--- src/rtl/ita_activation_pkg.sv ---
// Shared types and widths for the ITA activation stage.
// Build option: ITA_ACTIVATION_GELU_EN enables the integer GELU lanes.
package ita_package;

    localparam int unsigned WI                   = 8;
    localparam int unsigned EMS                  = 8;
    localparam int unsigned GELU_CONSTANTS_WIDTH = 16;
    localparam int unsigned TILE_LEN_WIDTH       = 16;

    typedef logic signed [WI-1:0] requant_t;

    typedef enum logic [1:0] {
        IDENTITY = 2'd0,
        RELU     = 2'd1,
        GELU     = 2'd2
    } activation_e;

    // Per-tile activation configuration, carried alongside each beat.
    typedef struct packed {
        activation_e                             activation;
        logic signed [GELU_CONSTANTS_WIDTH-1:0]  one;
        logic signed [GELU_CONSTANTS_WIDTH-1:0]  b;
        logic signed [GELU_CONSTANTS_WIDTH-1:0]  c;
        logic signed [EMS-1:0]                   eps_mult;
        logic [EMS-1:0]                          right_shift;
        logic [EMS-1:0]                          add;
    } act_cfg_t;

    // IDENTITY encodes as zero, so an all-zero struct is the reset config.
    localparam act_cfg_t ACT_CFG_RESET = '0;

    // A programmed tile length of zero means a single-beat tile.
    function automatic logic [TILE_LEN_WIDTH-1:0] eff_tile_len(
        input logic [TILE_LEN_WIDTH-1:0] len
    );
        return (len == '0) ? TILE_LEN_WIDTH'(1) : len;
    endfunction

endpackage

--- src/rtl/ita_activation_if.sv ---
// Valid/ready beat stream of requantized lanes with a last-beat marker.
interface ita_activation_if
    import ita_package::*;
#(
    parameter int unsigned N = 16
) ();

    logic                 valid;
    logic                 ready;
    requant_t [N-1:0]     data;
    logic                 last;

    modport master (output valid, output data, output last, input ready);
    modport slave  (input valid, input data, input last, output ready);

endinterface

--- src/rtl/ita_activation_gelu.sv ---
// Single-lane integer GELU with round-half-away-from-zero requant and int8
// saturation. Purely combinational; the caller registers the result.
module ita_gelu
    import ita_package::*;
(
    input  requant_t                               data_i,
    input  logic signed [GELU_CONSTANTS_WIDTH-1:0] one_i,
    input  logic signed [GELU_CONSTANTS_WIDTH-1:0] b_i,
    input  logic signed [GELU_CONSTANTS_WIDTH-1:0] c_i,
    input  logic signed [EMS-1:0]                  eps_mult_i,
    input  logic [EMS-1:0]                         right_shift_i,
    input  logic [EMS-1:0]                         add_i,
    output requant_t                               data_o
);

    // Wide enough that no intermediate overflows for any constant values.
    localparam int unsigned AW = 64;
    localparam logic signed [AW-1:0] SAT_MAX = AW'(127);
    localparam logic signed [AW-1:0] SAT_MIN = AW'(-128);

    logic signed [AW-1:0] x_c, abs_c, nb_c, clip_c, t_c, erf_c;
    logic signed [AW-1:0] gelu_c, prod_c, rnd_c, sum_c;
    logic [AW-1:0]        mag_c, half_c, shr_c;

    // Polynomial erf approximation, scale, round, offset and saturate.
    always_comb begin
        x_c    = AW'(data_i);
        abs_c  = x_c[AW-1] ? -x_c : x_c;
        nb_c   = -AW'(b_i);
        clip_c = (abs_c > nb_c) ? nb_c : abs_c;
        t_c    = clip_c + AW'(b_i);
        erf_c  = t_c * t_c + AW'(c_i);
        if (x_c[AW-1]) begin
            erf_c = -erf_c;
        end
        gelu_c = x_c * (erf_c + AW'(one_i));
        prod_c = gelu_c * AW'(eps_mult_i);

        mag_c  = prod_c[AW-1] ? $unsigned(-prod_c) : $unsigned(prod_c);
        half_c = '0;
        shr_c  = mag_c;
        rnd_c  = prod_c;
        if (right_shift_i != '0) begin
            half_c    = '0;
            half_c[0] = 1'b1;
            half_c    = half_c << (right_shift_i - EMS'(1));
            shr_c     = (mag_c + half_c) >> right_shift_i;
            rnd_c     = prod_c[AW-1] ? -$signed(shr_c) : $signed(shr_c);
        end

        sum_c = rnd_c + $signed(AW'(add_i));
        if (sum_c > SAT_MAX) begin
            data_o = SAT_MAX[WI-1:0];
        end else if (sum_c < SAT_MIN) begin
            data_o = SAT_MIN[WI-1:0];
        end else begin
            data_o = sum_c[WI-1:0];
        end
    end

endmodule

--- src/rtl/ita_activation.sv ---
// N-lane activation stage (identity / ReLU / optional integer GELU) with a
// two-register valid/ready pipeline and per-tile config snapshots.
// Build option: ITA_ACTIVATION_GELU_EN instantiates the ita_gelu lanes;
// without it, code GELU falls back to identity.
module ita_activation
    import ita_package::*;
#(
    parameter int unsigned N = 16
) (
    input  logic                                   clk_i,
    input  logic                                   rst_i,
    ita_activation_if.slave                        in_if,
    ita_activation_if.master                       out_if,
    input  logic [1:0]                             activation_i,
    input  logic signed [GELU_CONSTANTS_WIDTH-1:0] one_i,
    input  logic signed [GELU_CONSTANTS_WIDTH-1:0] b_i,
    input  logic signed [GELU_CONSTANTS_WIDTH-1:0] c_i,
    input  logic signed [EMS-1:0]                  eps_mult_i,
    input  logic [EMS-1:0]                         right_shift_i,
    input  logic [EMS-1:0]                         add_i,
    input  logic [TILE_LEN_WIDTH-1:0]              tile_len_i,
    output logic                                   tile_done_o
);

    localparam int unsigned TLW = TILE_LEN_WIDTH;

    act_cfg_t             cfg_q, cfg_live_c, beat_cfg_c;
    logic [TLW-1:0]       len_q, beat_len_c, in_cnt_q, in_cnt_d;
    logic                 first_c, beat_last_c, in_fire_c;

    logic                 s1_valid_q, s1_last_q;
    requant_t [N-1:0]     s1_data_q;
    act_cfg_t             s1_cfg_q;

    logic                 s2_valid_q, s2_last_q;
    requant_t [N-1:0]     s2_data_q, act_c;

    logic                 s1_adv_c, s2_adv_c;
    logic                 unused_c;

    assign s2_adv_c  = ~s2_valid_q | out_if.ready;
    assign s1_adv_c  = ~s1_valid_q | s2_adv_c;
    assign in_fire_c = in_if.valid & s1_adv_c;

    // First beat of a tile uses the live config; later beats use the snapshot.
    always_comb begin
        cfg_live_c = '{activation:  activation_e'(activation_i),
                       one:         one_i,
                       b:           b_i,
                       c:           c_i,
                       eps_mult:    eps_mult_i,
                       right_shift: right_shift_i,
                       add:         add_i};
        first_c     = (in_cnt_q == '0);
        beat_cfg_c  = first_c ? cfg_live_c : cfg_q;
        beat_len_c  = first_c ? eff_tile_len(tile_len_i) : len_q;
        beat_last_c = (in_cnt_q == beat_len_c - TLW'(1));
        in_cnt_d    = in_cnt_q;
        if (in_fire_c) begin
            in_cnt_d = beat_last_c ? '0 : in_cnt_q + TLW'(1);
        end
    end

    // Tile position counter and per-tile config capture.
    always_ff @(posedge clk_i) begin
        if (rst_i) begin
            in_cnt_q <= '0;
            cfg_q    <= ACT_CFG_RESET;
            len_q    <= TLW'(1);
        end else begin
            in_cnt_q <= in_cnt_d;
            if (in_fire_c && first_c) begin
                cfg_q <= cfg_live_c;
                len_q <= beat_len_c;
            end
        end
    end

    // Stage 1: raw beat, last tag and the config snapshot for this beat.
    always_ff @(posedge clk_i) begin
        if (rst_i) begin
            s1_valid_q <= 1'b0;
            s1_last_q  <= 1'b0;
            s1_data_q  <= '0;
            s1_cfg_q   <= ACT_CFG_RESET;
        end else if (s1_adv_c) begin
            s1_valid_q <= in_if.valid;
            if (in_if.valid) begin
                s1_data_q <= in_if.data;
                s1_last_q <= beat_last_c;
                s1_cfg_q  <= beat_cfg_c;
            end
        end
    end

`ifdef ITA_ACTIVATION_GELU_EN
    requant_t [N-1:0] gelu_c;

    for (genvar g = 0; g < N; g++) begin : g_gelu
        ita_gelu u_gelu (
            .data_i        (s1_data_q[g]),
            .one_i         (s1_cfg_q.one),
            .b_i           (s1_cfg_q.b),
            .c_i           (s1_cfg_q.c),
            .eps_mult_i    (s1_cfg_q.eps_mult),
            .right_shift_i (s1_cfg_q.right_shift),
            .add_i         (s1_cfg_q.add),
            .data_o        (gelu_c[g])
        );
    end
`endif

    // Per-lane activation selected by the stage-1 snapshot; code 3 is identity.
    always_comb begin
        act_c = s1_data_q;
        for (int i = 0; i < int'(N); i++) begin
            case (s1_cfg_q.activation)
                RELU:    act_c[i] = s1_data_q[i][WI-1] ? '0 : s1_data_q[i];
`ifdef ITA_ACTIVATION_GELU_EN
                GELU:    act_c[i] = gelu_c[i];
`endif
                default: act_c[i] = s1_data_q[i];
            endcase
        end
    end

    // Stage 2: activated beat and last tag, driving the output stream.
    always_ff @(posedge clk_i) begin
        if (rst_i) begin
            s2_valid_q <= 1'b0;
            s2_last_q  <= 1'b0;
            s2_data_q  <= '0;
        end else if (s2_adv_c) begin
            s2_valid_q <= s1_valid_q;
            if (s1_valid_q) begin
                s2_data_q <= act_c;
                s2_last_q <= s1_last_q;
            end
        end
    end

    assign in_if.ready  = s1_adv_c;
    assign out_if.valid = s2_valid_q;
    assign out_if.data  = s2_data_q;
    assign out_if.last  = s2_last_q;
    assign tile_done_o  = s2_valid_q & out_if.ready & s2_last_q;

    // Input last tag is not used; GELU fields are only consumed when enabled.
    assign unused_c = ^{in_if.last, s1_cfg_q};

endmodule

--- src/flat_wrapper.sv ---
// flat-port wrapper written by rule: the top's interface ports become plain ports
module ita_activation_flat import ita_package::*;
#(
    parameter int unsigned N = 16
)
  (clk_i, rst_i, activation_i, one_i, b_i, c_i, eps_mult_i, right_shift_i, add_i, tile_len_i, tile_done_o, in_if_valid, in_if_data, in_if_last, in_if_ready, out_if_valid, out_if_data, out_if_last, out_if_ready);
  ita_activation_if #(.N(N)) in_if_i ();
  ita_activation_if #(.N(N)) out_if_i ();
  input  logic clk_i;
  input  logic rst_i;
  input  logic [1:0] activation_i;
  input  logic signed [GELU_CONSTANTS_WIDTH-1:0] one_i;
  input  logic signed [GELU_CONSTANTS_WIDTH-1:0] b_i;
  input  logic signed [GELU_CONSTANTS_WIDTH-1:0] c_i;
  input  logic signed [EMS-1:0] eps_mult_i;
  input  logic [EMS-1:0] right_shift_i;
  input  logic [EMS-1:0] add_i;
  input  logic [TILE_LEN_WIDTH-1:0] tile_len_i;
  output logic tile_done_o;
  input wire logic [$bits(in_if_i.valid)-1:0] in_if_valid;
  input wire logic [$bits(in_if_i.data)-1:0] in_if_data;
  input wire logic [$bits(in_if_i.last)-1:0] in_if_last;
  output wire logic [$bits(in_if_i.ready)-1:0] in_if_ready;
  output wire logic [$bits(out_if_i.valid)-1:0] out_if_valid;
  output wire logic [$bits(out_if_i.data)-1:0] out_if_data;
  output wire logic [$bits(out_if_i.last)-1:0] out_if_last;
  input wire logic [$bits(out_if_i.ready)-1:0] out_if_ready;
  assign in_if_i.valid = in_if_valid;
  assign in_if_i.data = in_if_data;
  assign in_if_i.last = in_if_last;
  assign in_if_ready = in_if_i.ready;
  assign out_if_valid = out_if_i.valid;
  assign out_if_data = out_if_i.data;
  assign out_if_last = out_if_i.last;
  assign out_if_i.ready = out_if_ready;
  ita_activation #(.N(N)) u_core (.clk_i(clk_i), .rst_i(rst_i), .in_if(in_if_i), .out_if(out_if_i), .activation_i(activation_i), .one_i(one_i), .b_i(b_i), .c_i(c_i), .eps_mult_i(eps_mult_i), .right_shift_i(right_shift_i), .add_i(add_i), .tile_len_i(tile_len_i), .tile_done_o(tile_done_o));
endmodule
--- config.mk ---
export PLATFORM = sky130hd
export DESIGN_NAME = ita_activation_flat
export DESIGN_NICKNAME = d
export VERILOG_FILES = /design/src/rtl/ita_activation_pkg.sv /design/src/rtl/ita_activation_if.sv /design/src/rtl/ita_activation_gelu.sv /design/src/rtl/ita_activation.sv /design/src/flat_wrapper.sv
export SDC_FILE = /design/constraint.sdc
export NUM_CORES = 1
export LEC_CHECK = 0
export ABC_AREA = 1
export CAP_MARGIN = 20
export CORE_MARGIN = 2
export CORE_UTILIZATION = 51
export DETAILED_ROUTE_END_ITERATION = 6
export GPL_ROUTABILITY_DRIVEN = 0
export GPL_TIMING_DRIVEN = 1
export PLACE_DENSITY = 0.86
export REMOVE_ABC_BUFFERS = 1
export SYNTH_ARGS = -nofsm -noshare
export SYNTH_HDL_FRONTEND = slang
export SYNTH_HIERARCHICAL = 1
export SYNTH_SLANG_ARGS = --single-unit
export TNS_END_PERCENT = 20
--- constraint.sdc ---
create_clock -name clk_i -period 7.1 [get_ports clk_i]
set_clock_uncertainty 0.2 [all_clocks]
set_input_delay 0.71 -clock clk_i [delete_from_list [all_inputs] [get_ports clk_i]]
set_output_delay 0.71 -clock clk_i [all_outputs]
set_load 0.02 [all_outputs]
# [After elaboration in Yosys (flattened, before gate mapping)]
# Index checks and enable logic that the tools add are counted.
[op_classes] add_sub_neg=2 eq_ne=2 muxes=36 bitwise=7 reduce_logical=5
[ops] operator="$mux W8" count=16
[ops] operator="$mux W7" count=16
[ops] operator="$mux W74" count=1
[ops] operator="$mux W16" count=3
[ops] operator="$logic_not A16 Y1" count=2
[ops] operator="$add A16 B1 Y16 const B" count=1
[ops] operator="$eq A16 B16 Y1" count=1
[ops] operator="$sub A16 B1 Y16 const B" count=1
[ops] operator="$reduce_and A2 Y1" count=2
[ops] operator="$and A1 B1 Y1" count=3
[ops] operator="$eq A2 B1 Y1 const B" count=1
[ops] operator="$not A1 Y1" count=2
[ops] operator="$or A1 B1 Y1" count=2
[ops] operator="$logic_and A1 B1 Y1" count=1
[word_totals] ff_bits=368 inputBits=223 output_inout_bits=132 word_cells=98

# [Longest topological paths before layout]
# Gate-level depths: netlist of the first run.
[depth] depth_word=6 ltp_mapped=24 ltp_nobuf=23

# [Worst setup path before layout of the first run]
# No wires, ideal clock.
[synth_timing] path_type="input to register" start="in tile_len_i[8]" end="reg u_core.in_cnt_q[5]" setup_ps=107 t_arrival_ps=2527 t_required_ps=6793 slack_ps=4266 path_stages=17 path_cell_list="nor2_1 nand2_1 nor2_1 nand2_1 nand3_1 nand2_1 ha_1 xnor3_1 nor2_1 nand2_1 nor2_1 nand3_1 nor2_2 nand3_2 buf_6 nand2_2 inv_2"
[synth_via] elab_chain_cells=6
[synth_lines] item="start: declaration" line_no="flat_wrapper.sv:18" rtl="input logic [TILE_LEN_WIDTH-1:0] tile_len_i;"
[synth_lines] item="$logic_not A16 Y1" line_no="ita_activation_pkg.sv:36" rtl="return (len == '0) ? TILE_LEN_WIDTH'(1) : len;"
[synth_lines] item="$mux W16 (*)" line_no="ita_activation_pkg.sv:36"
[synth_lines] item="$mux W16 (*)" line_no="ita_activation.sv:56" rtl="beat_len_c = first_c ? eff_tile_len(tile_len_i) : len_q;"
[synth_lines] item="$sub A16 B1 Y16 (*)" line_no="ita_activation.sv:57" rtl="beat_last_c = (in_cnt_q == beat_len_c - TLW'(1));"
[synth_lines] item="$eq A16 B16 Y1 (*)" line_no="ita_activation.sv:57"
[synth_lines] item="$mux W16 (*)" line_no="ita_activation.sv:60" rtl="in_cnt_d = beat_last_c ? '0 : in_cnt_q + TLW'(1);"
[synth_lines] item="end signal: assignment" line_no="ita_activation.sv:71" rtl="in_cnt_q <= in_cnt_d;"
[synth_lines] item="end: declaration" line_no="ita_activation.sv:28" rtl="logic [TLW-1:0] len_q, beat_len_c, in_cnt_q, in_cnt_d;"
# Mark *: on every way between the ends. The rest lies on a longest branch, timed or not.
# A chain may end at the register's enable or synchronous reset.

# [Final worst setup path of the first run]
[layout_timing] start="reg u_core.in_cnt_q[0]" end="reg u_core.in_cnt_q[12]"
[layout_via] elab_chain_cells=5 elab_cells_between_ends=6 cone_classes="add/sub: 2; eq/ne: 1; mux: 2; reduce/logical: 1"
[layout_lines] item="$logic_not A16 Y1" line_no="ita_activation.sv:54" rtl="first_c = (in_cnt_q == '0);"
[layout_lines] item="$mux W16" line_no="ita_activation.sv:56"
[layout_lines] item="$sub A16 B1 Y16" line_no="ita_activation.sv:57"
[layout_lines] item="$eq A16 B16 Y1" line_no="ita_activation.sv:57"
[layout_lines] item="$mux W16 (*)" line_no="ita_activation.sv:60"
# Marked as above.

==> results of run 1 <==
-- flip-flops by register name (all words and copies together), names as in the netlist --
name / flops
u_core/out_if.valid: 1
u_core/out_if.last: 1
u_core/s1_last_q: 1
u_core/in_cnt_q: 16
u_core/s1_valid_q: 1
u_core/out_if.data: 128
u_core/s1_data_q: 128
u_core/s1_cfg_q: 2
u_core/len_q: 16
u_core/cfg_q: 2
-- kinds of logic (layout without fill, tap and decap cells) --
family | after synthesis | after routing
XOR/XNOR | 19 | 19
other | 0 | 1
AO/OA/AOI/OAI | 408 | 408
adder cells (fa/ha/maj) | 3 | 3
flip-flops | 296 | 296
AND/OR/NAND/NOR | 707 | 707
buffers and inverters | 153 | 398
-- report_power, final --
group          leakage [nW]  internal (mW)  switching (mW)  total, mW
clock network         0.478          0.874           0.650       1.52
registers              2.44           1.77          0.0615       1.84
logic                  3.44          0.271           0.369      0.640
-- cell usage in the layout, fill, tap and decap left out, types with 2 or more instances in the layout --
cell type / n
o21ai_0: 251
xor2_1: 17
nor2_2: 11
buf_16: 2
ha_1: 3
o21ai_1: 2
nor2_1: 429
nand3_2: 2
nand3b_1: 2
inv_4: 2
clkinv_2: 4
clkbuf_8: 9
a31oi_1: 2
clkbuf_16: 30
clkbuf_1: 7
inv_2: 12
nand2_4: 4
buf_4: 6
clkdlybuf4s50_1: 280
dfxtp_1: 296
inv_1: 41
nand3_1: 53
inv_6: 2
nor3_1: 10
nand2_2: 19
nand2_1: 170
nor2_4: 6
a21oi_1: 152
-- worst max-delay path, delay by kind of cell, from the launching register on --
kind          cells  cell delay (ns)
fa+ha+maj         2             0.38
buf+inv           2             0.18
simple gates     16             2.52
flops             1             0.38
-- routing by layer --
metal | vias to the layer above | wire [um] | part of all wire [%]
met1 | 5277 | 13600 | 40
li1 | 5601 | - | -
met4 | 0 | 1060 | 3.1
met5 | - | 0 | 0
met3 | 69 | 2640 | 7.8
met2 | 407 | 16400 | 49
-- Yosys cell counts, drive strengths merged --
master	instances
nand4	1
nor3	10
xnor2	1
xnor3	1
nand2	193
nor2	446
xor2	17
dfxtp	296
nand3	55
ha	3
buf	6
clkinv	2
a21oi	152
a31oi	2
inv	54
nand3b	2
clkbuf	91
o21ai	253
o31ai	1
-- metrics by stage --
step / util [%] / area [sq um]
6_report: 68.9 / 15600
3_3_place_gp: 64.4 / 14500
4_1_cts: 68.6 / 15500
3_5_place_dp: 64.4 / 14500
5_1_grt: 68.9 / 15600
2_1_floorplan: - / 11300
-- final cells by class --
cell class,count,area (sq um),share of cell area [%]
Antenna cell,1,2.50,0.0161
Multi-Input combinational cell,1137,5170,33.2
Clock buffer,46,901,5.79
Inverter,56,220,1.42
Clock inverter,7,67.6,0.434
Sequential cell,296,5930,38.1
Timing Repair Buffer,289,2910,18.7
Tap cell,285,357,2.29
-- worst paths after layout --
path,start,end,slack (ns),cells after the start
min,u_core/s1_last_q$_SDFFE_PP0P_,u_core/s1_last_q$_SDFFE_PP0P_,0.26,2
min reg2reg,u_core/s1_last_q$_SDFFE_PP0P_,u_core/s1_last_q$_SDFFE_PP0P_,0.26,2
max reg2reg,u_core/in_cnt_q[0]$_SDFFE_PP0P_,u_core/in_cnt_q[12]$_SDFFE_PP0P_,3.30,20
max,u_core/in_cnt_q[0]$_SDFFE_PP0P_,u_core/in_cnt_q[12]$_SDFFE_PP0P_,3.30,20
==> results.cfg, run 1 <==
[run_status]
outcome = completed

[logic_synthesis]
synth-warning-count = 6
synth_top_area_cell = dfxtp_1
synth_area_per_cell_sq_um = 7.36
synthTopCellsByArea = dfxtp_1 (51%), nor2_1 (14%), o21ai_0 (11%), a21oi_1 (6.5%), nand2_1 (5.5%)
yosysSeqAreaShare_pct = 50.7
synthXorXnorAreaFrac_pct = 1.54
synthSimpleGateAreaFrac_pct = 24.7
yosysTopAreaCellShare_pct = 50.7
synthCells = 1586
syn_area_sq_um = 11700
ys_ff_latch = 296
synth_top_family_by_area = simple AND/OR/NAND/NOR gates
synthMuxAreaShare_pct = 0
synth_compound_area_share_pct = 17.5
synthAdderAreaFrac_pct = 0.321
ys_types = 28

[clock_network]
cts_tree = done
clk_pin_slew_worst_paths_ns = 0.06
clock_latency_ns = 0.56
cts_setup_buffers = 0
root_buffer = clkbuf_16
numClockSinks = 296
ctsHoldBuffers = 0
cts_buffers = 30
clock_path_buffers = 3
ctsResizeCount = 0
htreeDepth = 1

[global_routing]
grt_max_degree = 140
use_met2_pct = 46.9
grt_pass1_wl_mm = 53.8
met1_usage_pct = 31.9
grt.busiest_layer = met2
track_usage_pct = 27.0
grt_overflow = 0
antenna_found_initial = 1
met3_usage_pct = 7.33
grt_pass1_vias = 11000

[worst_setup_path]
cp_max_fo = 17
crit_path_frequent_cell = nand2_1
arrival_ns = 4.05
slowest_stage = dfxtp_1
max_stage_delay_ns = 0.38
required_ns = 7.35
path_cells = inv_1 -> ha_1 -> nand2_1 -> nor2_4 -> nand2_4 -> nand2_1 -> nand2_1 -> inv_1 -> ha_1 -> nand3_1 -> nor2_2 -> nand2_1 -> nand3_1 -> nand2_1 -> nor2_1 -> nand3_1 -> nor2_2 -> nand3_2 -> nand2_1 -> nor2_1
critPathLaunchType = register
crit_type = reg2reg
end_kind = register

[min_path]
hold_class = reg2reg

[pwr]
power_mw = 4.00
p_per_area_nw_per_um2 = 257
ir_drop_uv = 190
leakagePower_nw = 6.36

[floorplanning]
start_util_pct = 51.7
core-area_sq_um = 22600
rows = 55
ios = 355
die_h_um = 155
die_area_sq_um = 24100
die_w_um = 155

[cells_and_area]
fin_cells = 2117
nets = 2036
drive_above_1_share_pct = 6.12
n_fill_cell = 1839
area_growth_syn_to_layout_pct = 33.2

[placement]
place_inst = 2061
io_buffer_count = 281
pre_cts_slack_ns = 2.99
dp_hpwl_mm = 21.2

[timing]
whs_ns = 0.262
setup_tns_ns = 0
post-route-period-util_pct = 53.5
max_freq_mhz = 263
min_period_ns = 3.80
setup_slack_ns = 3.30
grt_setup_unrepaired = no
worstMarginPinSlew_ns = 1.04
slew_headroom_pct = 30.5
hold_violations = 0
drv_slew = 0
final-setup-viol-count = 0

[route]
route.detailed.drc = 0
viasPerCell = 5.36
wire_per_inst_um = 15.9
drt_iter0_drc = 842
firstDrtPassIters = 5
via_count = 11400
ant_nets = 0
drt_wl_total_mm = 33.7

[job]
cap_violations = 0
Note: power is estimated with default switching activity, not from simulation.
==> run 2, diff against run 1 <==
--- a/config.mk
+++ b/config.mk
@@ -8,11 +8,11 @@
 export ABC_AREA = 1
 export CAP_MARGIN = 20
 export CORE_MARGIN = 2
-export CORE_UTILIZATION = 51
+export CORE_UTILIZATION = 47
 export DETAILED_ROUTE_END_ITERATION = 6
 export GPL_ROUTABILITY_DRIVEN = 0
 export GPL_TIMING_DRIVEN = 1
-export PLACE_DENSITY = 0.86
+export PLACE_DENSITY = 0.8
 export REMOVE_ABC_BUFFERS = 1
 export SYNTH_ARGS = -nofsm -noshare
 export SYNTH_HDL_FRONTEND = slang
==> constraint.sdc (replaced) <==
create_clock -name clk_i -period 3.5 [get_ports clk_i]
set_clock_uncertainty 0.2 [all_clocks]
set_input_delay 0.35 -clock clk_i [delete_from_list [all_inputs] [get_ports clk_i]]
set_output_delay 0.35 -clock clk_i [all_outputs]
set_load 0.02 [all_outputs]
==> run 2 against run 1 <==
  * Combinational power rose by 100%
  * Global-route usage fell by 2.2 points
  * Total power rose by 110%
  * Maximum frequency rose by 18%
  * Clock power rose by 110%
  * Critical path type unchanged
  * Largest cell class unchanged
==> results.cfg, run 2 (synthesized netlist as in run 1, its figures left out) <==
[worst_setup_path]
cp_max_fo = 5
critPathLaunchType = register
crit_type = reg2reg
end_kind = register
required_ns = 3.74
arrival_ns = 3.46
critPathLaunch = u_core/in_cnt_q[1]$_SDFFE_PP0P_
r2r-start = u_core/in_cnt_q[1]$_SDFFE_PP0P_
rr_worst_depth = 20

[cells_and_area]
layout_commonest_cell = nor2_1
postLayoutCoreUtil_pct = 64.4
final_cell_mix = nor2_1 (429), dfxtp_1 (296), clkdlybuf4s50_1 (280)
drive_above_1_share_pct = 6.69
nets = 2047
area_growth_syn_to_layout_pct = 34.4

[placement]
pre_cts_slack_ns = 0.192
io_buffer_count = 281
dp_hpwl_mm = 21.6

[floorplanning]
die_h_um = 162
core-area_sq_um = 24400
ios = 355
die_area_sq_um = 26100
start_util_pct = 47.9
rows = 57
die_w_um = 162

[run_status]
outcome = completed

[clock_network]
ctsHoldBuffers = 0
ctsResizeCount = 0
cts_buffers = 30
numClockSinks = 296
root_buffer = clkbuf_16
clock_path_buffers = 3
htreeDepth = 1
cts_tree = done
clock_latency_ns = 0.55
clk_pin_slew_worst_paths_ns = 0.06
cts_setup_buffers = 0

[timing]
post-route-period-util_pct = 91.9
grt_setup_unrepaired = no
slew_headroom_pct = 36.1
drv_slew = 0
setup_slack_ns = 0.283
setup_tns_ns = 0
hold_violations = 0
min_period_ns = 3.22
worstMarginPinSlew_ns = 0.959
final-setup-viol-count = 0
max_freq_mhz = 311

[global_routing]
grt_pass1_wl_mm = 53.5
grt_pass1_vias = 10900
track_usage_pct = 24.7
grt_overflow = 0
antenna_found_initial = 1
grt_max_degree = 115

[route]
firstDrtPassIters = 5
dr_wl_met2_mm = 16.0
viasPerCell = 5.21
met3_wirelength_mm = 2.77
wire_per_inst_um = 15.5
m1WireLength_mm = 13.7
via_count = 11300
drt_wl_total_mm = 33.5
ant_nets = 0
routed.top_layer = met4
drt_iter0_drc = 991
route.detailed.drc = 0

[pwr]
ir_drop_uv = 443
p_per_area_nw_per_um2 = 523
power_mw = 8.20
leakagePower_nw = 6.42

[min_path]
min_from = rst_i
hold_class = in2reg
hold_depth = 4

[job]
cap_violations = 0
## run 2: changes by cell type in the layout (fill, tap and decap cells not counted), sizes merged
| cell | delta |
|---|---|
| clkbuf | -5 |
| bufinv | +3 |
| inv | -2 |
| clkinv | +1 |
| buf | +11 |
## run 2: power by group
group / switching [mW] / internal [mW]
clock: 1.28 / 1.89
combinational: 0.751 / 0.563
sequential: 0.120 / 3.60
total: 2.15 / 6.05
## run 2: worst max-delay path: stages, from the launching register on
cell	delay (ns)
dfxtp_1	0.35
inv_1	0.07
ha_1	0.19
nand2_1	0.07
nor2_1	0.10
nand2_1	0.09
nor2_2	0.20
inv_1	0.12
nand2_1	0.10
nand2_2	0.08
ha_1	0.24
xnor3_1	0.33
nor2_1	0.11
nand2_1	0.06
nor2_1	0.12
nand3_1	0.10
nor2_2	0.14
nand3_2	0.14
buf_4	0.19
nand3_1	0.06
inv_1	0.04
## run 2: stage by stage
stage / hold slack (ns) / area (sq um) / instances
2_1_floorplan: 0.219 / 11300 / 1489
3_3_place_gp: 0.248 / 14700 / 2113
3_5_place_dp: 0.253 / 14700 / 2113
4_1_cts: 0.106 / 15700 / 2163
5_1_grt: 0.146 / 15700 / 2164
6_report: 0.102 / 15700 / 2164
## run 2: area by class of cell
class	instances	area, sq um
clock inverter	9	131
clock buffer	41	842
sequential	296	5930
fill	2108	8690
timing repair buffer	300	2990
antenna	1	2.50
inverter	56	219
multi-input combinational	1137	5180
tap	324	405
## run 2: worst paths after layout
| kind | end | slack (ns) |
|---|---|---|
| worst min-delay path | u_core/s1_data_q[107]$_SDFFE_PP0P_ | 0.10 |
| worst min register to register | u_core/len_q[12]$_SDFFE_PP0P_ | 0.26 |
| worst max-delay path | u_core/in_cnt_q[14]$_SDFFE_PP0P_ | 0.28 |
| worst max register to register | u_core/in_cnt_q[14]$_SDFFE_PP0P_ | 0.28 |
## run 2: layer usage
metal	global-route usage, %	up-vias
met4	8.00	0
met3	7.34	63
li1	-	5618
met2	42.3	358
met1	29.8	5229
met5	0	-
